### src/rtl/hazard_scoreboard_if.sv
// Pipeline-to-hazard-unit bundle: register addresses, valids and LL events in,
// stall/flush/forward-select and scoreboard status out.
interface hazard_scoreboard_if #(
    parameter int REG_ADDR_W     = 5,
    parameter int NUM_FWD_STAGES = 2
);
    localparam int SEL_W = $clog2(NUM_FWD_STAGES + 1);

    logic [NUM_FWD_STAGES-1:0]            FWD_reg_write;
    logic [NUM_FWD_STAGES*REG_ADDR_W-1:0] FWD_rd;
    logic [REG_ADDR_W-1:0]                EXEC_rs1;
    logic [REG_ADDR_W-1:0]                EXEC_rs2;
    logic [SEL_W-1:0]                     FWD_rs1;
    logic [SEL_W-1:0]                     FWD_rs2;
    logic [REG_ADDR_W-1:0]                FETCH_rs1;
    logic [REG_ADDR_W-1:0]                FETCH_rs2;
    logic                                 FETCH_use_rs1;
    logic                                 FETCH_use_rs2;
    logic [REG_ADDR_W-1:0]                FETCH_rd;
    logic                                 FETCH_ll;
    logic                                 FETCH_valid;
    logic                                 MEM_valid;
    logic                                 EXEC_mem_read;
    logic [REG_ADDR_W-1:0]                EXEC_rd;
    logic                                 BRA;
    logic                                 JMP;
    logic                                 LL_issue;
    logic [REG_ADDR_W-1:0]                LL_issue_rd;
    logic                                 LL_done;
    logic [REG_ADDR_W-1:0]                LL_done_rd;
    logic                                 FETCH_stall;
    logic                                 EXEC_stall;
    logic                                 EXEC_flush;
    logic                                 MEM_flush;
    logic                                 LL_busy;
    logic                                 SB_err;

    // Pipeline side: drives register/valid/event information.
    modport master (
        output FWD_reg_write, FWD_rd, EXEC_rs1, EXEC_rs2,
        output FETCH_rs1, FETCH_rs2, FETCH_use_rs1, FETCH_use_rs2, FETCH_rd, FETCH_ll,
        output FETCH_valid, MEM_valid, EXEC_mem_read, EXEC_rd, BRA, JMP,
        output LL_issue, LL_issue_rd, LL_done, LL_done_rd,
        input  FWD_rs1, FWD_rs2, FETCH_stall, EXEC_stall, EXEC_flush, MEM_flush,
        input  LL_busy, SB_err
    );

    // Hazard unit side.
    modport slave (
        input  FWD_reg_write, FWD_rd, EXEC_rs1, EXEC_rs2,
        input  FETCH_rs1, FETCH_rs2, FETCH_use_rs1, FETCH_use_rs2, FETCH_rd, FETCH_ll,
        input  FETCH_valid, MEM_valid, EXEC_mem_read, EXEC_rd, BRA, JMP,
        input  LL_issue, LL_issue_rd, LL_done, LL_done_rd,
        output FWD_rs1, FWD_rs2, FETCH_stall, EXEC_stall, EXEC_flush, MEM_flush,
        output LL_busy, SB_err
    );
endinterface

### src/rtl/hazard_scoreboard.sv
// Hazard unit: operand forwarding select, load-use and long-latency scoreboard stalls,
// and a multi-cycle branch/jump flush shadow.
module hazard_scoreboard #(
    parameter int REG_ADDR_W      = 5,
    parameter int NUM_FWD_STAGES  = 2,
    parameter int MAX_OUTSTANDING = 4,
    parameter int FLUSH_CYCLES    = 1
) (
    input  logic              clk,
    input  logic              rst_n,
    hazard_scoreboard_if.slave hz
);
    localparam int SEL_W    = $clog2(NUM_FWD_STAGES + 1);
    localparam int NUM_REGS = 1 << REG_ADDR_W;
    localparam int CNT_W    = $clog2(MAX_OUTSTANDING + 1);
    localparam int SH_W     = (FLUSH_CYCLES > 1) ? $clog2(FLUSH_CYCLES) : 1;

    localparam logic [REG_ADDR_W-1:0] REG_ZERO  = {REG_ADDR_W{1'b0}};
    localparam logic [CNT_W-1:0]      CNT_MAX   = CNT_W'(MAX_OUTSTANDING);
    localparam logic [CNT_W-1:0]      CNT_ONE   = CNT_W'(1);
    localparam logic [SH_W-1:0]       SH_RELOAD = SH_W'(FLUSH_CYCLES - 1);
    localparam logic [SH_W-1:0]       SH_ONE    = SH_W'(1);

    // Youngest matching writer wins, so scan from oldest to youngest and let later hits override.
    function automatic logic [SEL_W-1:0] fwd_select(
        input logic [REG_ADDR_W-1:0]                src,
        input logic [NUM_FWD_STAGES-1:0]            wr,
        input logic [NUM_FWD_STAGES*REG_ADDR_W-1:0] rd
    );
        logic [SEL_W-1:0] sel;
        sel = {SEL_W{1'b0}};
        for (int k = NUM_FWD_STAGES - 1; k >= 0; k--) begin
            if ((src != REG_ZERO) && wr[k] && (rd[k*REG_ADDR_W +: REG_ADDR_W] == src)) begin
                sel = SEL_W'(k + 1);
            end
        end
        return sel;
    endfunction

    logic [NUM_REGS-1:0] pending_r;
    logic [CNT_W-1:0]    count_r;
    logic [SH_W-1:0]     shadow_r;
    logic                sb_err_r;

    logic [NUM_REGS-1:0] pending_next_s;
    logic [CNT_W-1:0]    count_next_s;
    logic [SH_W-1:0]     shadow_next_s;
    logic                sb_err_next_s;

    logic                ll_busy_s;
    logic                src1_haz_s;
    logic                src2_haz_s;
    logic                dst_haz_s;
    logic                load_stall_s;
    logic                sb_stall_s;
    logic                exec_stall_s;
    logic                fetch_stall_s;
    logic                exec_flush_s;
    logic                issue_v_s;
    logic                issue_ok_s;
    logic                overflow_s;
    logic                done_v_s;
    logic                done_bad_s;
    logic [SEL_W-1:0]    fwd_rs1_s;
    logic [SEL_W-1:0]    fwd_rs2_s;

    assign ll_busy_s = (count_r == CNT_MAX);

    // Forwarding selects and stall/flush decode.
    always_comb begin
        fwd_rs1_s     = fwd_select(hz.EXEC_rs1, hz.FWD_reg_write, hz.FWD_rd);
        fwd_rs2_s     = fwd_select(hz.EXEC_rs2, hz.FWD_reg_write, hz.FWD_rd);
        src1_haz_s    = hz.FETCH_use_rs1 && (hz.FETCH_rs1 != REG_ZERO);
        src2_haz_s    = hz.FETCH_use_rs2 && (hz.FETCH_rs2 != REG_ZERO);
        dst_haz_s     = hz.FETCH_ll && (hz.FETCH_rd != REG_ZERO);
        load_stall_s  = hz.EXEC_mem_read && (hz.EXEC_rd != REG_ZERO) &&
                        ((src1_haz_s && (hz.FETCH_rs1 == hz.EXEC_rd)) ||
                         (src2_haz_s && (hz.FETCH_rs2 == hz.EXEC_rd)));
        // Scoreboard is read from the register only: a done this cycle releases next cycle.
        sb_stall_s    = (src1_haz_s && pending_r[hz.FETCH_rs1]) ||
                        (src2_haz_s && pending_r[hz.FETCH_rs2]) ||
                        (dst_haz_s  && pending_r[hz.FETCH_rd])  ||
                        (hz.FETCH_ll && ll_busy_s);
        exec_stall_s  = ~hz.MEM_valid;
        fetch_stall_s = ~hz.FETCH_valid || exec_stall_s || load_stall_s || sb_stall_s;
        exec_flush_s  = hz.BRA || hz.JMP || (shadow_r != {SH_W{1'b0}}) || fetch_stall_s;
    end

    // Scoreboard, outstanding count, error and flush-shadow next state.
    always_comb begin
        pending_next_s = pending_r;
        count_next_s   = count_r;
        shadow_next_s  = shadow_r;
        sb_err_next_s  = sb_err_r;

        issue_v_s  = hz.LL_issue && (hz.LL_issue_rd != REG_ZERO);
        done_v_s   = hz.LL_done && (hz.LL_done_rd != REG_ZERO) && pending_r[hz.LL_done_rd];
        done_bad_s = hz.LL_done && (hz.LL_done_rd != REG_ZERO) && !pending_r[hz.LL_done_rd];
        // A simultaneous valid done frees a slot, so only an unpaired issue at full overflows.
        overflow_s = issue_v_s && !done_v_s && ll_busy_s;
        issue_ok_s = issue_v_s && !overflow_s;

        if (done_v_s) begin
            pending_next_s[hz.LL_done_rd] = 1'b0;
        end else begin
            pending_next_s = pending_next_s;
        end
        if (issue_ok_s) begin
            pending_next_s[hz.LL_issue_rd] = 1'b1;
        end else begin
            pending_next_s = pending_next_s;
        end

        case ({issue_ok_s, done_v_s})
            2'b10:   count_next_s = count_r + CNT_ONE;
            2'b01:   count_next_s = count_r - CNT_ONE;
            default: count_next_s = count_r;
        endcase

        if (overflow_s || done_bad_s) begin
            sb_err_next_s = 1'b1;
        end else begin
            sb_err_next_s = sb_err_r;
        end

        if (hz.BRA || hz.JMP) begin
            shadow_next_s = SH_RELOAD;
        end else if (shadow_r != {SH_W{1'b0}}) begin
            shadow_next_s = shadow_r - SH_ONE;
        end else begin
            shadow_next_s = shadow_r;
        end
    end

    // State registers; reset drops all in-flight tracking.
    always_ff @(posedge clk or negedge rst_n) begin
        if (!rst_n) begin
            pending_r <= {NUM_REGS{1'b0}};
            count_r   <= {CNT_W{1'b0}};
            shadow_r  <= {SH_W{1'b0}};
            sb_err_r  <= 1'b0;
        end else begin
            pending_r <= pending_next_s;
            count_r   <= count_next_s;
            shadow_r  <= shadow_next_s;
            sb_err_r  <= sb_err_next_s;
        end
    end

    assign hz.FWD_rs1     = fwd_rs1_s;
    assign hz.FWD_rs2     = fwd_rs2_s;
    assign hz.FETCH_stall = fetch_stall_s;
    assign hz.EXEC_stall  = exec_stall_s;
    assign hz.MEM_flush   = exec_stall_s;
    assign hz.EXEC_flush  = exec_flush_s;
    assign hz.LL_busy     = ll_busy_s;
    assign hz.SB_err      = sb_err_r;
endmodule

### src/flat_wrapper.sv
// flat-port wrapper written by rule: the top's interface ports become plain ports
module hazard_scoreboard_flat 
#(
    parameter int REG_ADDR_W      = 5,
    parameter int NUM_FWD_STAGES  = 2,
    parameter int MAX_OUTSTANDING = 4,
    parameter int FLUSH_CYCLES    = 1
)
  (clk, rst_n, hz_FWD_reg_write, hz_FWD_rd, hz_EXEC_rs1, hz_EXEC_rs2, hz_FETCH_rs1, hz_FETCH_rs2, hz_FETCH_use_rs1, hz_FETCH_use_rs2, hz_FETCH_rd, hz_FETCH_ll, hz_FETCH_valid, hz_MEM_valid, hz_EXEC_mem_read, hz_EXEC_rd, hz_BRA, hz_JMP, hz_LL_issue, hz_LL_issue_rd, hz_LL_done, hz_LL_done_rd, hz_FWD_rs1, hz_FWD_rs2, hz_FETCH_stall, hz_EXEC_stall, hz_EXEC_flush, hz_MEM_flush, hz_LL_busy, hz_SB_err);
  hazard_scoreboard_if #(.REG_ADDR_W(REG_ADDR_W), .NUM_FWD_STAGES(NUM_FWD_STAGES)) hz_i ();
  input  logic clk;
  input  logic rst_n;
  input wire logic [$bits(hz_i.FWD_reg_write)-1:0] hz_FWD_reg_write;
  input wire logic [$bits(hz_i.FWD_rd)-1:0] hz_FWD_rd;
  input wire logic [$bits(hz_i.EXEC_rs1)-1:0] hz_EXEC_rs1;
  input wire logic [$bits(hz_i.EXEC_rs2)-1:0] hz_EXEC_rs2;
  input wire logic [$bits(hz_i.FETCH_rs1)-1:0] hz_FETCH_rs1;
  input wire logic [$bits(hz_i.FETCH_rs2)-1:0] hz_FETCH_rs2;
  input wire logic [$bits(hz_i.FETCH_use_rs1)-1:0] hz_FETCH_use_rs1;
  input wire logic [$bits(hz_i.FETCH_use_rs2)-1:0] hz_FETCH_use_rs2;
  input wire logic [$bits(hz_i.FETCH_rd)-1:0] hz_FETCH_rd;
  input wire logic [$bits(hz_i.FETCH_ll)-1:0] hz_FETCH_ll;
  input wire logic [$bits(hz_i.FETCH_valid)-1:0] hz_FETCH_valid;
  input wire logic [$bits(hz_i.MEM_valid)-1:0] hz_MEM_valid;
  input wire logic [$bits(hz_i.EXEC_mem_read)-1:0] hz_EXEC_mem_read;
  input wire logic [$bits(hz_i.EXEC_rd)-1:0] hz_EXEC_rd;
  input wire logic [$bits(hz_i.BRA)-1:0] hz_BRA;
  input wire logic [$bits(hz_i.JMP)-1:0] hz_JMP;
  input wire logic [$bits(hz_i.LL_issue)-1:0] hz_LL_issue;
  input wire logic [$bits(hz_i.LL_issue_rd)-1:0] hz_LL_issue_rd;
  input wire logic [$bits(hz_i.LL_done)-1:0] hz_LL_done;
  input wire logic [$bits(hz_i.LL_done_rd)-1:0] hz_LL_done_rd;
  output wire logic [$bits(hz_i.FWD_rs1)-1:0] hz_FWD_rs1;
  output wire logic [$bits(hz_i.FWD_rs2)-1:0] hz_FWD_rs2;
  output wire logic [$bits(hz_i.FETCH_stall)-1:0] hz_FETCH_stall;
  output wire logic [$bits(hz_i.EXEC_stall)-1:0] hz_EXEC_stall;
  output wire logic [$bits(hz_i.EXEC_flush)-1:0] hz_EXEC_flush;
  output wire logic [$bits(hz_i.MEM_flush)-1:0] hz_MEM_flush;
  output wire logic [$bits(hz_i.LL_busy)-1:0] hz_LL_busy;
  output wire logic [$bits(hz_i.SB_err)-1:0] hz_SB_err;
  assign hz_i.FWD_reg_write = hz_FWD_reg_write;
  assign hz_i.FWD_rd = hz_FWD_rd;
  assign hz_i.EXEC_rs1 = hz_EXEC_rs1;
  assign hz_i.EXEC_rs2 = hz_EXEC_rs2;
  assign hz_i.FETCH_rs1 = hz_FETCH_rs1;
  assign hz_i.FETCH_rs2 = hz_FETCH_rs2;
  assign hz_i.FETCH_use_rs1 = hz_FETCH_use_rs1;
  assign hz_i.FETCH_use_rs2 = hz_FETCH_use_rs2;
  assign hz_i.FETCH_rd = hz_FETCH_rd;
  assign hz_i.FETCH_ll = hz_FETCH_ll;
  assign hz_i.FETCH_valid = hz_FETCH_valid;
  assign hz_i.MEM_valid = hz_MEM_valid;
  assign hz_i.EXEC_mem_read = hz_EXEC_mem_read;
  assign hz_i.EXEC_rd = hz_EXEC_rd;
  assign hz_i.BRA = hz_BRA;
  assign hz_i.JMP = hz_JMP;
  assign hz_i.LL_issue = hz_LL_issue;
  assign hz_i.LL_issue_rd = hz_LL_issue_rd;
  assign hz_i.LL_done = hz_LL_done;
  assign hz_i.LL_done_rd = hz_LL_done_rd;
  assign hz_FWD_rs1 = hz_i.FWD_rs1;
  assign hz_FWD_rs2 = hz_i.FWD_rs2;
  assign hz_FETCH_stall = hz_i.FETCH_stall;
  assign hz_EXEC_stall = hz_i.EXEC_stall;
  assign hz_EXEC_flush = hz_i.EXEC_flush;
  assign hz_MEM_flush = hz_i.MEM_flush;
  assign hz_LL_busy = hz_i.LL_busy;
  assign hz_SB_err = hz_i.SB_err;
  hazard_scoreboard #(.REG_ADDR_W(REG_ADDR_W), .NUM_FWD_STAGES(NUM_FWD_STAGES), .MAX_OUTSTANDING(MAX_OUTSTANDING), .FLUSH_CYCLES(FLUSH_CYCLES)) u_core (.clk(clk), .rst_n(rst_n), .hz(hz_i));
endmodule
### config.mk
export PLATFORM = sky130hd
export DESIGN_NAME = hazard_scoreboard_flat
export DESIGN_NICKNAME = d
export VERILOG_FILES = /design/src/rtl/hazard_scoreboard_if.sv /design/src/rtl/hazard_scoreboard.sv /design/src/flat_wrapper.sv
export SDC_FILE = /design/constraint.sdc
export NUM_CORES = 1
export LEC_CHECK = 0
export BUFFER_PORTS_ARGS = -buffer_cell sky130_fd_sc_hd__buf_2
export CAP_MARGIN = 40
export CELL_PAD_IN_SITES_DETAIL_PLACEMENT = 1
export CELL_PAD_IN_SITES_GLOBAL_PLACEMENT = 1
export CORE_MARGIN = 1.5
export CORE_UTILIZATION = 25
export CTS_CLUSTER_SIZE = 30
export DETAILED_ROUTE_END_ITERATION = 16
export PLACE_DENSITY_LB_ADDON = 0.1
export REMOVE_ABC_BUFFERS = 1
export SLEW_MARGIN = 20
export SYNTH_ARGS = -nofsm -noshare
export SYNTH_HDL_FRONTEND = slang
export SYNTH_SLANG_ARGS = --single-unit
### constraint.sdc
create_clock -name clk -period 2.8 [get_ports clk]
set_clock_uncertainty 0.15 [all_clocks]
set_input_delay 0.56 -clock clk [delete_from_list [all_inputs] [get_ports clk]]
set_output_delay 0.56 -clock clk [all_outputs]
set_load 0.01 [all_outputs]
# After elaboration in Yosys (flattened, before gate mapping)
# Index checks and enable logic that the tools add are counted.
# W data, S select, Z words.
totals:
  regBits: 37
  input_bits: 64
  output_inout_bits: 10
op_classes:
  mux: 21
  eq_ne: 9
  order_cmp: 7
  add_sub_neg: 3
  n_reduce_logical: 51
  bitwise_logic: 5
op_table:
  columns: ["operator", "n"]
  rows:
  - ["$mux W32", 2]
  - ["$reduce_bool A5 Y1", 8]
  - ["$and A32 B32 Y32", 1]
  - ["$not A32 Y32", 1]
  - ["$or A32 B32 Y32", 1]
  - ["$eq A5 B5 Y1", 6]
  - ["$lt A5 B6 Y1 const B", 5]
  - ["$logic_and A1 B1 Y1", 28]
  - ["$bmux W1 S5", 4]
  - ["$logic_or A1 B1 Y1", 11]
  - ["$demux W1 S5", 2]
  - ["$ge A5 B1 Y1 const B", 2]
  - ["$mux W1", 8]
  - ["$mux W2", 4]
  - ["$pmux W3 S2", 1]
  - ["$add A3 B1 Y3 const B", 1]
  - ["$eq A3 B3 Y1 const B", 1]
  - ["$logic_not A1 Y1", 3]
  - ["$sub A3 B1 Y3 const B", 1]
  - ["$eq A2 B1 Y1 const B", 1]
  - ["$eq A2 B2 Y1 const B", 1]
  - ["$not A1 Y1", 2]
  - ["$reduce_bool A2 Y1", 1]
  - ["$sub A1 B1 Y1 const B", 1]

# Depth between registers and ports, before layout
# Gate-level depths: netlist (run 1).
logic_depth:
  ltp_word: 10
  mapped_depth: 13
  ltp_nobuf: 9

# Worst setup path before layout (run 1)
# OpenSTA, ideal clock, no wires.
synth_path:
  path_kind: "input port to flip-flop"
  start: "in hz_LL_done_rd[3]"
  end: "reg u_core.count_r[2]"
  arrival_time_ns: 2.946
  path_stages: 12
  slack_ns: -0.422
  setup_ns: 0.126
  n_path_buf: 3
  path_cell_list: "buf_6 > or3_1 > o22ai_2 > nor3_1 > o2111ai_2 > and2_1 > buf_2 > buf_1 > nand2_1 > fa_1 > nand3b_1 > a311o_1"
synth_between:
  elab_chain_cells: 10
  word_cells_on_any_way: 14
  classes_between: "2 x eq/ne; 3 x mux; 9 x reduce/logical"
synth_lines:
  columns: ["element", "line_no", "text"]
  rows:
  - ["start: declaration", "flat_wrapper.sv:32", "input wire logic [$bits(hz_i.LL_done_rd)-1:0] hz_LL_done_rd;"]
  - ["$bmux W1 S5 / $reduce_bool A5 Y1 (equally long branches)", "hazard_scoreboard.sv:97", "done_v_s = hz.LL_done && (hz.LL_done_rd != REG_ZERO) && pending_r[hz.LL_done_rd];"]
  - ["$mux W1 (implied by the code) / $logic_and A1 B1 Y1 (equally long branches)", "hazard_scoreboard.sv:97", null]
  - ["$logic_and A1 B1 Y1 *", "hazard_scoreboard.sv:97", null]
  - ["$logic_not A1 Y1", "hazard_scoreboard.sv:100", "overflow_s = issue_v_s && !done_v_s && ll_busy_s;"]
  - ["$logic_and A1 B1 Y1 (2 in a row)", "hazard_scoreboard.sv:100", null]
  - ["$logic_not A1 Y1", "hazard_scoreboard.sv:101", "issue_ok_s = issue_v_s && !overflow_s;"]
  - ["$logic_and A1 B1 Y1", "hazard_scoreboard.sv:101", null]
  - ["$eq A2 B1 Y1 / $eq A2 B2 Y1 (equally long branches)", "hazard_scoreboard.sv:114", "case ({issue_ok_s, done_v_s})"]
  - ["$pmux W3 S2 / $reduce_bool A2 Y1 (equally long branches)", null, null]
  - ["end signal: assignment", "hazard_scoreboard.sv:139", "count_r <= {CNT_W{1'b0}};"]
  - ["end signal: assignment", "hazard_scoreboard.sv:144", "count_r <= count_next_s;"]
  - ["end: declaration", "hazard_scoreboard.sv:41", "logic [CNT_W-1:0] count_r;"]
# Every way passes the cells marked *; elsewhere a longest branch is shown, timed or not. The select of a mux whose other input is x is not followed.
# A chain may end at the register's enable or synchronous reset.

# Final worst setup path (run 1)
layout_path:
  start: "reg u_core.pending_r[19]"
  end: "out hz_EXEC_flush"
layout_between:
  elab_chain_cells: 8
  word_cells_on_any_way: 14
  classes_between: "6 x mux; 8 x reduce/logical"
layout_lines:
  columns: ["element", "line_no", "text"]
  rows:
  - ["start: declaration", "hazard_scoreboard.sv:40", "logic [NUM_REGS-1:0] pending_r;"]
  - ["start signal: assignment", "hazard_scoreboard.sv:138", "pending_r <= {NUM_REGS{1'b0}};"]
  - ["start signal: assignment", "hazard_scoreboard.sv:143", "pending_r <= pending_next_s;"]
  - ["$bmux W1 S5 (on tied branches)", "hazard_scoreboard.sv:80, hazard_scoreboard.sv:81", null]
  - ["$mux W1 (on tied branches)", "hazard_scoreboard.sv:80, hazard_scoreboard.sv:81", null]
  - ["$logic_and A1 B1 Y1 (on tied branches)", "hazard_scoreboard.sv:80, hazard_scoreboard.sv:81", null]
  - ["$logic_or A1 B1 Y1", "hazard_scoreboard.sv:80", "sb_stall_s = (src1_haz_s && pending_r[hz.FETCH_rs1]) ||"]
  - ["$logic_or A1 B1 Y1 *", "hazard_scoreboard.sv:81", "(src2_haz_s && pending_r[hz.FETCH_rs2]) ||"]
  - ["$logic_or A1 B1 Y1 *", "hazard_scoreboard.sv:82", "(dst_haz_s && pending_r[hz.FETCH_rd]) ||"]
  - ["$logic_or A1 B1 Y1 *", "hazard_scoreboard.sv:85", "fetch_stall_s = ~hz.FETCH_valid || exec_stall_s || load_stall_s || sb_stall_s;"]
  - ["$logic_or A1 B1 Y1 *", "hazard_scoreboard.sv:86", "exec_flush_s = hz.BRA || hz.JMP || (shadow_r != {SH_W{1'b0}}) || fetch_stall_s;"]
  - ["end: declaration", "flat_wrapper.sv:37", "output wire logic [$bits(hz_i.EXEC_flush)-1:0] hz_EXEC_flush;"]
# Marked as above.

==> results of run 1 <==
## state kept, by name, indices dropped and copies added (netlist names)
register,flops
u_core.pending_r,32
u_core.hz.SB_err,1
u_core.count_r,3
## cell type report
class / count / area (µm²)
Multi-Input combinational cell: 263 / 2410
Inverter: 5 / 18.8
Clock inverter: 1 / 30.0
Clock buffer: 7 / 153
Fill cell: 1544 / 8520
Timing Repair Buffer: 148 / 1020
Sequential cell: 36 / 927
Tap cell: 176 / 220
## cells in the final DEF (no fill, tap or decap), types with 3 or more instances in the layout
| cell type | synthesis | routed |
|---|---|---|
| sky130_fd_sc_hd__inv_1 | 5 | 5 |
| sky130_fd_sc_hd__buf_4 | 1 | 71 |
| sky130_fd_sc_hd__nor3_1 | 5 | 4 |
| sky130_fd_sc_hd__o221ai_1 | 5 | 4 |
| sky130_fd_sc_hd__nand3_1 | 20 | 20 |
| sky130_fd_sc_hd__mux2i_1 | 23 | 23 |
| sky130_fd_sc_hd__nor4_1 | 8 | 7 |
| sky130_fd_sc_hd__nand3b_1 | 7 | 7 |
| sky130_fd_sc_hd__a21oi_1 | 5 | 5 |
| sky130_fd_sc_hd__and3_1 | 4 | 4 |
| sky130_fd_sc_hd__clkbuf_16 | 0 | 6 |
| sky130_fd_sc_hd__or4_1 | 5 | 3 |
| sky130_fd_sc_hd__o2bb2ai_1 | 8 | 8 |
| sky130_fd_sc_hd__o41ai_1 | 9 | 9 |
| sky130_fd_sc_hd__xnor2_1 | 23 | 23 |
| sky130_fd_sc_hd__o31ai_1 | 18 | 16 |
| sky130_fd_sc_hd__buf_12 | 0 | 3 |
| sky130_fd_sc_hd__nand4_1 | 9 | 9 |
| sky130_fd_sc_hd__xor2_1 | 8 | 8 |
| sky130_fd_sc_hd__nand2b_1 | 4 | 4 |
| sky130_fd_sc_hd__mux4_2 | 26 | 26 |
| sky130_fd_sc_hd__dfrtp_2 | 0 | 21 |
| sky130_fd_sc_hd__buf_2 | 7 | 69 |
| sky130_fd_sc_hd__o21ai_0 | 10 | 8 |
| sky130_fd_sc_hd__o22ai_1 | 3 | 3 |
| sky130_fd_sc_hd__or3_1 | 5 | 5 |
| sky130_fd_sc_hd__o2bb2ai_2 | 7 | 7 |
| sky130_fd_sc_hd__dfrtp_1 | 36 | 15 |
| sky130_fd_sc_hd__nand2_1 | 13 | 13 |
| sky130_fd_sc_hd__nor2_1 | 12 | 12 |
| sky130_fd_sc_hd__or4_4 | 1 | 3 |
## path summary, 6_finish.rpt
| path | to | cells after the start | startpoint | slack [ps] |
|---|---|---|---|---|
| worst max register to register | u_core.count_r[2] | 10 | u_core.pending_r[3] | 160 |
| worst min register to register | u_core.hz.SB_err | 1 | u_core.hz.SB_err | 330 |
| worst min-delay path | u_core.pending_r[0] | 1 | rst_n | 100 |
| min in group clk | u_core.hz.SB_err | 1 | u_core.hz.SB_err | 330 |
| worst max-delay path | hz_EXEC_flush | 6 | u_core.pending_r[19] | -110 |
| max in group asynchronous | u_core.pending_r[21] | 2 | rst_n | 1900 |
## cells by family (layout without fill, tap and decap cells)
group | Yosys count | after routing
and+or+nand+nor | 103 | 103
AOI/OAI and AO/OA | 78 | 78
muxes | 50 | 50
DFF | 36 | 36
xor gates and xnor gates | 31 | 31
buffers and inverters | 31 | 161
adders and majority gates | 1 | 1
## critical path: cells and delay by family, from the launching register on
| kind | cells | cell delay [ps] |
|---|---|---|
| multiplexers | 3 | 1100 |
| flip-flops | 1 | 440 |
| AO/OA/AOI/OAI | 1 | 180 |
| buffers and inverters | 1 | 140 |
| AND/OR/NAND/NOR | 1 | 60 |
## power by group through the flow
stage,logic [mW],clock network (mW),registers [mW]
final,1.39,0.692,0.996
after global routing,1.51,0.732,1.02
after CTS,1.38,0.709,0.987
after detailed placement,1.23,0,1.02
after global placement,1.21,0,1.02
after floorplan,0.744,0,0.864
## timing repair
action,CTS,global route
setup endpoints to repair,2,3
pin swaps,10,3
buffers inserted,10,2
resized for setup,35,11
gates cloned,0,1
## metrics by stage
stage	total power [mW]	hold slack (ps)
final	3.08	102
after global placement	2.23	321
after floorplan	1.61	114
after detailed placement	2.25	319
after CTS	3.07	125
after global routing	3.27	136
## layer usage
layer | vias up | wire length (µm)
met5 | - | 0
met4 | 0 | 117
met3 | 8 | 696
met2 | 82 | 6840
met1 | 1698 | 6170
li1 | 1592 | -
==> results.txt, run 1 <==
The root buffer selected by CTS is sky130_fd_sc_hd__clkbuf_16. The sequential-to-total area share from yosys stat is 26.3%. The number of enable flip-flop cells after synthesis came out at 0. The initial cell density of the core came out at 25.8%. The total iterations of the first detailed-routing run is 4.

The warning count from the yosys run came out at 0. The flip-flop and latch count after synthesis came out at 36. The die area is 0.0144 mm². The chip height came out at 120 µm. The via count is 3380. The checks that failed: setup timing. The largest net degree at the start of global routing came out at 20. The global-route wire length before repair is 21800 µm. The synthesized instance count is 330. The via count of the first global-routing pass is 3743. The number of hold violations in the final report is 0. The busiest layer in global routing is met2. Of the cells placed in the final design, the portion with a size suffix greater than 1 is 49.8%. In this run the core area contains 42 standard-cell rows. The maximum operating frequency is 344 MHz. The final count of pins violating max slew is 0. Of all nets on the critical path, the largest fanout is 5.

After synthesis, the largest area contributor takes up 26.3% of total cell area. The internal portion of the total power is 1.98 mW. The basic-gate share of the synthesized area counting and, or, nand and nor cells is 17.0%. 0 antenna diodes ended up in the layout. The overall routed net length came out at 13800 µm. With fillers left out, the area of the finished cells amounts to 0.00478 mm². The max-cap violation count came out at 0. The worst slew margin relative to its limit came out at 65.0%.

The boundary pin count came out at 74. The global routing met3 resource utilization came out at 2.09%. By instance count, the cell type seen most on the critical path is sky130_fd_sc_hd__mux4_2.

The share of total power dissipated in combinational logic is 45.2%. The global route total overflow came out at 0. For this run, the slowest stage of the critical path takes 480 ps. The HPWL after detailed placement is 10800 µm. The slew of the pin with the lowest slew margin came out at 525 ps. The met2 track demand over resource came out at 33.9%.

The worst setup path is captured at a primary output. The required time of the critical path came out at 2090 ps. The total clock sinks is 36.

The finished layout holds 636 standard cells, fillers aside. The worst path arrival time is 2200 ps. Summing the areas of all compound-gate instances in the mapped netlist gives 19.1% of the synthesized area. The share of flip-flops with an asynchronous set or reset came out at 100%.

The netlist area before placement is 0.00343 mm². The H-tree depth came out at 2. The layout net count is 524. The number of buffers inserted by hold repair at cts came out at 0. Sequential cells account for 32.3% of the total power. In this run the worst hold path is classified as input pin to async pin. The mean instance size in the synthesized netlist is 10.4 µm². Yosys instantiated no cell more often than sky130_fd_sc_hd__dfrtp_1. The maximum number of buffers from clock root to sink came out at 2. In this run the static leakage power is 1.90 nW. The critical path's slowest cell is sky130_fd_sc_hd__mux4_2. The clock network power share came out at 22.4%.

The routability congestion estimate from global placement is 0.824. The detailed router finished its first iteration with 173 violations. The run finished, with violations left.

The final antenna-violating net count came out at 0. Dividing the detail-routed via count by the number of cells gives 5.31. Ranked by instance count, the synthesized netlist is headed by 36 x sky130_fd_sc_hd__dfrtp_1, 26 x sky130_fd_sc_hd__mux4_2, 23 x sky130_fd_sc_hd__mux2i_1, 23 x sky130_fd_sc_hd__xnor2_1, 20 x sky130_fd_sc_hd__nand3_1. Setup repair after global routing could not meet its margin everywhere. The dominant combinational cell family by area after synthesis is multiplexers. The post-synthesis adder-cell area fraction came out at 0.584%. The post-route setup TNS is -202 ps.

Global routing used 20.0% of the available tracks. The worst slack after detailed placement is -443 ps. The setup path with the least slack is of type flip-flop to primary output. The startpoint type of the worst setup path is a flip-flop. In this run the power density over the cells is 645 mW/mm². Of all cell types, the one taking the most synthesized area is sky130_fd_sc_hd__dfrtp_1. In this run switching power makes up 35.7% of total power. The post-detailed-route wirelength per cell is 21.7 µm. The core region is 0.0133 mm². The most used flip-flop cell after synthesis is sky130_fd_sc_hd__dfrtp_1. The clock insertion delay at the later pin of the skew report came out at 280 ps. The initial antenna violation count came out at 0. The worst supply voltage drop on vdd is 0.232 mV. The distinct cell type count after synthesis is 52. The clock edge transition at the registers on the reported setup and hold paths is 60 ps. In the routed design, unresolved DRC markers number 0. The cell count after placement came out at 615. The final core area utilization is 35.9%. Setup violations remaining at the end of the flow were counted as 2. The share of the synthesized netlist area taken by xor and xnor gates is 7.93%. The clock tree from TritonCTS is built. Across all setup checks in the final design, the least slack found is -106 ps. The total net switching power is 1.10 mW. In the synthesized netlist, mux cells make up 24.1% of the area. The signal on the critical path passes through mux4_2 -> mux4_2 -> mux2i_1 -> o22a_1 -> nand3_1 -> buf_2. In the post-synthesis netlist, the biggest area contributors are sky130_fd_sc_hd__dfrtp_1 26%, sky130_fd_sc_hd__mux4_2 17%, sky130_fd_sc_hd__mux2i_1 6.7%, sky130_fd_sc_hd__xnor2_1 5.9%, sky130_fd_sc_hd__o31ai_1 3.9%. The met1 demand-to-capacity share in global routing is 27.7%.

The number of I/O port buffers is 73. The routed design could run at a clock period as short as 2910 ps. The number of buffers created by CTS is 5.

The share of the cycle needed by the critical path after routing came out at 104%. The post-placement cell area came out at 0.00436 mm². The post-synthesis to final-layout area growth is 39.5%. The floorplan step set the die width to 120 µm.
No activity file was read; power rests on OpenSTA's default activity.
==> inputs of run 2 (changes only) <==
- CELL_PAD_IN_SITES_DETAIL_PLACEMENT: 1 -> 0
- CORE_MARGIN: 1.5 -> 5
- SETUP_SLACK_MARGIN: unset -> 0.5
==> run 2 against run 1 <==
Against the previous run: the run still ends with setup timing left; register-to-register slack worse by 80 ps; sequential cell count unchanged; worst hold slack worse by 31 ps; sequential power up 7%; final area up 13%; first-iteration DRC count up 23%; count of clock-buffer cells in the layout down 2; combinational power up 26%; utilization up 4.7 points; clock power down 6.9%; non-clock buffer count up 23; critical path type unchanged; critical endpoint unchanged.
==> results.txt, run 2 (same netlist as run 1, synthesis figures left out) <==
Once layout is complete, the cells apart from fillers number 659. In this design, the critical path's most frequently occurring cell is sky130_fd_sc_hd__mux4_2. The required time of the critical path is 2090 ps. The final reports fail on setup timing. The top cell types in the final layout, fill and taps aside, are 87 x sky130_fd_sc_hd__buf_4, 61 x sky130_fd_sc_hd__buf_2, 26 x sky130_fd_sc_hd__mux4_2. The number of buffers inserted by hold repair at cts is 0.

Once placement completed, the tool counted placed cells totaling 620. The clock edge transition at the registers on the reported setup and hold paths came out at 60 ps. For this run, the total global-route usage over all layers was measured as 18.1%.

The overall routed net length came out at 14500 µm. The smallest clock period supported by the final layout is computed as 3000 ps. The clock tree from TritonCTS is built.

From left edge to right edge, the die measures 127 µm. The number of I/O port buffers is 73. The maximum number of buffers from clock root to sink is 2. The total DRC errors in the routed layout came out at 0.

The total of endpoints with negative setup slack in the final report came out at 2. The layout net count is 547. Dividing the final minimum period by the clock period gives 107%. The library cell used most frequently in the layout, excluding fill and tap cells, is sky130_fd_sc_hd__buf_4.

The per-cell via count in the routed design is 5.29. The number of hold violations in the final report is 0. Timing would allow up to 334 MHz. The boundary pin count is 74.

The worst register-to-register path begins at u_core.pending_r[3]. The final core area utilization came out at 40.6%. The antenna cell count is 0.

Routability-driven placement finished with a final weighted congestion of 0.845. The initial cell density of the core came out at 25.7%. The worst reg-to-reg setup slack is 80 ps. The initial antenna violation count is 1. Once detail routing completed, the nets flagged for antenna violations numbered 0. The final count of pins violating max slew came to 0. The worst-case setup margin in the final layout is -196 ps.

The chip height came out at 127 µm. Walking the worst path, the cells encountered are mux4_2 -> mux4_2 -> mux2i_2 -> o22a_1 -> nand3_1 -> buf_2. The total clock sinks came out at 36.

The global-route wire length before repair came out at 22500 µm. Setup repair after global routing could not meet its margin everywhere. The global route total overflow came out at 0. Clock latency on the worst-skew pair, taken at its later pin, is 280 ps.

The run finished, with violations left. The worst register-to-register path ends at u_core.pending_r[5]. The min-delay analysis places its worst path in the category input pin to async pin.

The maximum cell stage delay along the critical path came out at 480 ps. Counting both buffers and inverters, the worst setup path holds a total of 1. The critical path's slowest cell is sky130_fd_sc_hd__mux4_2. The slew of the pin with the lowest slew margin came out at 693 ps. The worst supply voltage drop on vdd is 0.386 mV. The placed wire-length estimate came out at 11100 µm. The power density over cell area came out at 639 mW/mm². The logic depth of the worst register-to-register path came out at 12.

The worst slew margin relative to its limit came out at 53.7%. Entering global routing, the biggest net connects 22 pins. The post-detailed-route wirelength per cell came out at 22.0 µm. The number of DRC markers after the initial detailed-route iteration is 213. Across all layers, the routed design uses 3486 vias. The critical path is of the flip-flop to primary output type. The max-cap violation count came out at 0.

The H-tree depth is 2. The fraction of layout instances using a drive strength above 1 came out at 61.5%. The number of cell rows came out at 42. The number of buffers created by CTS came out at 5. The worst hold slack across all endpoints came out at 71.2 ps.

The worst path arrival time is 2290 ps. The worst setup path is launched from a flip-flop. The leakage power summed over all cells came out at 2.13 nW.

The die area came out at 0.0161 mm². The tree is rooted in a sky130_fd_sc_hd__clkbuf_16. Compared with the post-synthesis result, the final layout area differs by 58.3%. In this run the worst path has a maximum fanout of 3. The pre-antenna-repair detailed-routing pass consisted of 4 iterations. The register with the most flip-flops in the final layout is u_core.pending_r.

The nature of the critical path endpoint is a primary output. The largest delay contributor family on the critical path is multiplexers. The flip-flop count of the largest register, all copies and words added came out at 32. The via count of the first global-routing pass came out at 3758.

The floorplan core area is 0.0133 mm².
run 2: final cells by class:
| cell class | count | area (µm²) |
|---|---|---|
| fillers | 1343 | 7930 |
| clock inverters | 3 | 42.5 |
| repair buffers | 171 | 1290 |
| multi-input cells | 263 | 2800 |
| well taps | 176 | 220 |
| inverters | 5 | 18.8 |
| flip-flops and latches | 36 | 931 |
| clock buffers | 5 | 125 |
run 2: per-layer routing:
| metal | GRT usage, % | wire length [µm] | vias to the layer above |
|---|---|---|---|
| li1 | - | - | 1631 |
| met1 | 23.4 | 6160 | 1720 |
| met2 | 31.6 | 7190 | 117 |
| met3 | 2.63 | 817 | 18 |
| met4 | 4.79 | 316 | 0 |
| met5 | 0 | 0 | - |
run 2: stage by stage:
stage / setup TNS, ps / total power, mW / cell area, µm² / setup slack [ps]
4_1_cts: -407 / 3.34 / 5220 / -214
6_report: -374 / 3.47 / 5420 / -196
2_1_floorplan: -563 / 1.61 / 3270 / -449
3_5_place_dp: -4250 / 2.34 / 4400 / -378
3_3_place_gp: -3240 / 2.34 / 4370 / -367
5_1_grt: -710 / 3.63 / 5420 / -284
run 2: how the worst max path moves through the flow:
stage                         start                end  slack [ps]  cells past startpoint
6_report        u_core.pending_r[3]      hz_EXEC_flush        -200                      6
2_1_floorplan     hz_LL_issue_rd[3]  u_core.count_r[2]        -450                      6
5_1_grt        u_core.pending_r[15]      hz_EXEC_flush        -280                      6
3_5_place_dp        hz_FETCH_rs2[0]      hz_EXEC_flush        -380                      7
4_1_cts        u_core.pending_r[15]      hz_EXEC_flush        -210                      6
3_3_place_gp        hz_FETCH_rs2[0]      hz_EXEC_flush        -370                      7
run 2: repair_timing:
action,CTS,global route
setup endpoints to repair,39,41
pin swaps,20,14
setup buffers,21,10
resized for setup,117,29
cloned,0,0
run 2: where the power goes:
| part | switching (mW) | internal, mW | total, mW |
|---|---|---|---|
| clock network | 0.226 | 0.418 | 0.644 |
| logic | 0.734 | 1.01 | 1.75 |
| registers | 0.344 | 0.731 | 1.07 |
| total | 1.30 | 2.16 | 3.47 |
==> inputs of run 3 (changes only) <==
- CORE_UTILIZATION: 25 -> 39
==> run 3 against run 2 <==
Against the previous run: routed wire length decreased by 12%; utilization increased by 21 points; via count increased by 1.6%; largest cell class unchanged; the run still ends with setup timing left; clock power increased by 0.6%; critical path depth unchanged; largest power group unchanged; register-to-register slack improved by 80 ps; critical path type unchanged; setup slack improved by 35 ps; first-iteration DRC count increased by 5.6%.
==> results.txt, run 3 (same netlist as run 1, synthesis figures left out) <==
The run finished, with violations left. The checks that failed: setup timing. The maximum operating frequency came out at 338 MHz. The setup path with the least slack is of type flip-flop to primary output. The required time of the critical path is 2090 ps. The slew of the pin with the lowest slew margin came out at 827 ps. The startpoint identified for the worst register-to-register timing path is u_core.pending_r[3]. The floorplan core area is 0.00864 mm². The number of hold violations in the final report came out at 0. The final count of pins violating max slew was 0. The global-route wire length before repair is 19700 µm. Setup violations remaining at the end of the flow were counted as 2. The final antenna-violating net count is 0. Measured along the y axis, the die boundary spans 104 µm. Along the worst path, the maximum fanout reaches 3.

The most common cell after layout, fill and taps aside is sky130_fd_sc_hd__buf_4. The critical path starts at u_core.pending_r[31]. The most numerous cell type found on the critical path is sky130_fd_sc_hd__mux4_2. The max-cap violation count came out at 0.

The later pin in the worst-skew pair is clocked with a latency of 290 ps. The boundary pin count came out at 74. The path length in cells of the critical path came out at 6. The placed wire-length estimate came out at 9370 µm.

The via count of the first global-routing pass came out at 3635. Ranked by flip-flop count, first place goes to u_core.pending_r. The number of cell rows came out at 34.

The worst reg-to-reg setup slack came out at 160 ps. The worst reg2reg path endpoint is u_core.count_r[2]. For this block, the initial DRC count from the detailed router was 225. The post-detailed-route wirelength per cell is 21.7 µm. The number of buffers created by CTS came out at 5. The number of inserted filler cells in the final layout came out at 706. The floorplan die width came out at 104 µm.

The global route total overflow is 0. The die area is 0.0108 mm². Global routing used 22.3% of the available tracks. The initial cell density of the core is 39.7%. The largest single stage delay on the critical path is 480 ps. The total DRC errors in the routed layout came out at 0. The maximum number of buffers from clock root to sink came out at 2.

The worst setup path is captured at a primary output. The most critical setup path has its endpoint at hz_EXEC_flush. The leakage power summed over all cells came out at 2.14 nW. The number of I/O port buffers came out at 73. The worst hold slack across all endpoints came out at 305 ps.

The first detailed-routing pass took 4 iterations. Walking the worst path, the cells encountered are mux4_2 -> mux4_2 -> mux2i_1 -> o22a_1 -> nand3_1 -> buf_2. Setup repair after global routing could not meet its margin everywhere.

The overall power consumption is 3.36 mW. The logic depth of the worst register-to-register path is 11. The slowest stage of the critical path is the sky130_fd_sc_hd__mux4_2 cell. The root buffer selected by CTS is sky130_fd_sc_hd__clkbuf_8.

The count of buffer and inverter cells on the critical path came out at 1. The worst setup path is launched from a flip-flop. From synthesis to final layout, the design area changed by 55.8%. The largest net degree at the start of global routing is 37. Measured against its own limit, the worst slew margin works out to 44.7%. The clock period minus worst slack is 2960 ps.

The worst-case IR drop observed on VDD is 0.283 mV. The initial antenna violation count was 0. The flip-flop count of the largest register, all copies and words added is 32. The top cell types in the final layout, fill and taps aside, are 77 x sky130_fd_sc_hd__buf_4, 61 x sky130_fd_sc_hd__buf_2, 26 x sky130_fd_sc_hd__mux4_2. The routability congestion estimate from global placement came out at 0.928. The fraction of layout instances using a drive strength above 1 is 58.9%. For this run, the post-layout net count is 539. The routed design has 12700 µm of wire. The clock edge transition at the registers on the reported setup and hold paths came out at 80 ps. The total clock sinks came out at 36. In the routed layout, each cell is associated on average with a via count of 6.08. The power density over cell area is 630 mW/mm². In the post-route analysis, the smallest setup slack over all paths is -161 ps. The via count is 3542. The tightest min-delay check is of the flip-flop to flip-flop type. Among cell families on the critical path, the largest total delay comes from multiplexers. In this run the number of H-tree levels came out at 2. The antenna cell count came out at 0. The worst path arrival time is 2250 ps. TritonCTS built the clock tree. The share of the cycle needed by the critical path after routing came out at 106%.
-- run 3: cell count changes in the layout (fill, tap and decap cells not counted), moves of 5 or more --
cell                        change
sky130_fd_sc_hd__dfrtp_2       -12
sky130_fd_sc_hd__clkbuf_8       +5
sky130_fd_sc_hd__clkbuf_16      -5
sky130_fd_sc_hd__dfrtp_1       +12
sky130_fd_sc_hd__buf_4         -10
-- run 3: worst reg2reg max path: cells and delay by family (launching register included) --
kind | cells | cell delay [ps]
compound gates | 3 | 710
fa+ha+maj | 1 | 220
buf+inv | 2 | 240
flops | 1 | 450
mux | 1 | 260
simple gates | 4 | 500
-- run 3: power breakdown --
part | internal (mW) | leakage, nW | switching (mW)
Clock | 0.446 | 0.0784 | 0.203
Combinational | 0.994 | 1.64 | 0.738
Sequential | 0.716 | 0.418 | 0.266
Total | 2.16 | 2.14 | 1.21
-- run 3: worst min path at each step --
| stage | start | endpoint | cells after the start |
|---|---|---|---|
| after floorplan | rst_n | u_core.count_r[0] | 0 |
| after global routing | u_core.pending_r[0] | u_core.pending_r[0] | 0 |
| after global placement | u_core.hz.SB_err | u_core.hz.SB_err | 1 |
| after detailed placement | u_core.hz.SB_err | u_core.hz.SB_err | 1 |
| final | u_core.pending_r[0] | u_core.pending_r[0] | 0 |
| after CTS | rst_n | u_core.pending_r[8] | 1 |
-- run 3: what timing repair did --
item | in CTS | in global routing
pin swaps | 21 | 39
setup endpoints to repair | 39 | 41
hold endpoints to repair | 0 | 5
resized for setup | 101 | 39
hold buffers | 0 | 1
setup buffers | 11 | 12
-- run 3: per-stage QoR --
stage / setup TNS [ps] / utilization [%] / setup WS [ps] / instance area [µm²] / instances
5_1_grt: -511 / 61.8 / -280 / 5340 / 583
3_5_place_dp: -1710 / 49.8 / -350 / 4300 / 550
4_1_cts: -317 / 57.6 / -173 / 4970 / 569
2_1_floorplan: -563 / - / -449 / 3270 / 304
3_3_place_gp: -1500 / 49.8 / -327 / 4300 / 550
6_report: -298 / 61.8 / -161 / 5340 / 583
-- run 3: layout make-up --
class / count / area [µm²] / share of cell area (%)
Multi-Input combinational cell: 263 / 2880 / 53.9
Timing Repair Buffer: 163 / 1230 / 23.1
Sequential cell: 36 / 916 / 17.2
Tap cell: 108 / 135 / 2.53
Clock inverter: 3 / 90.1 / 1.69
Clock buffer: 5 / 68.8 / 1.29
Inverter: 5 / 18.8 / 0.352
-- run 3: routing by layer --
layer  global-route usage (%)  vias up  routed length, µm
li1                         -     1615                  -
met1                     29.4     1757               5220
met2                     38.0      151               6350
met3                     3.98       19                839
met4                     5.64        0                252
met5                        0        -                  0
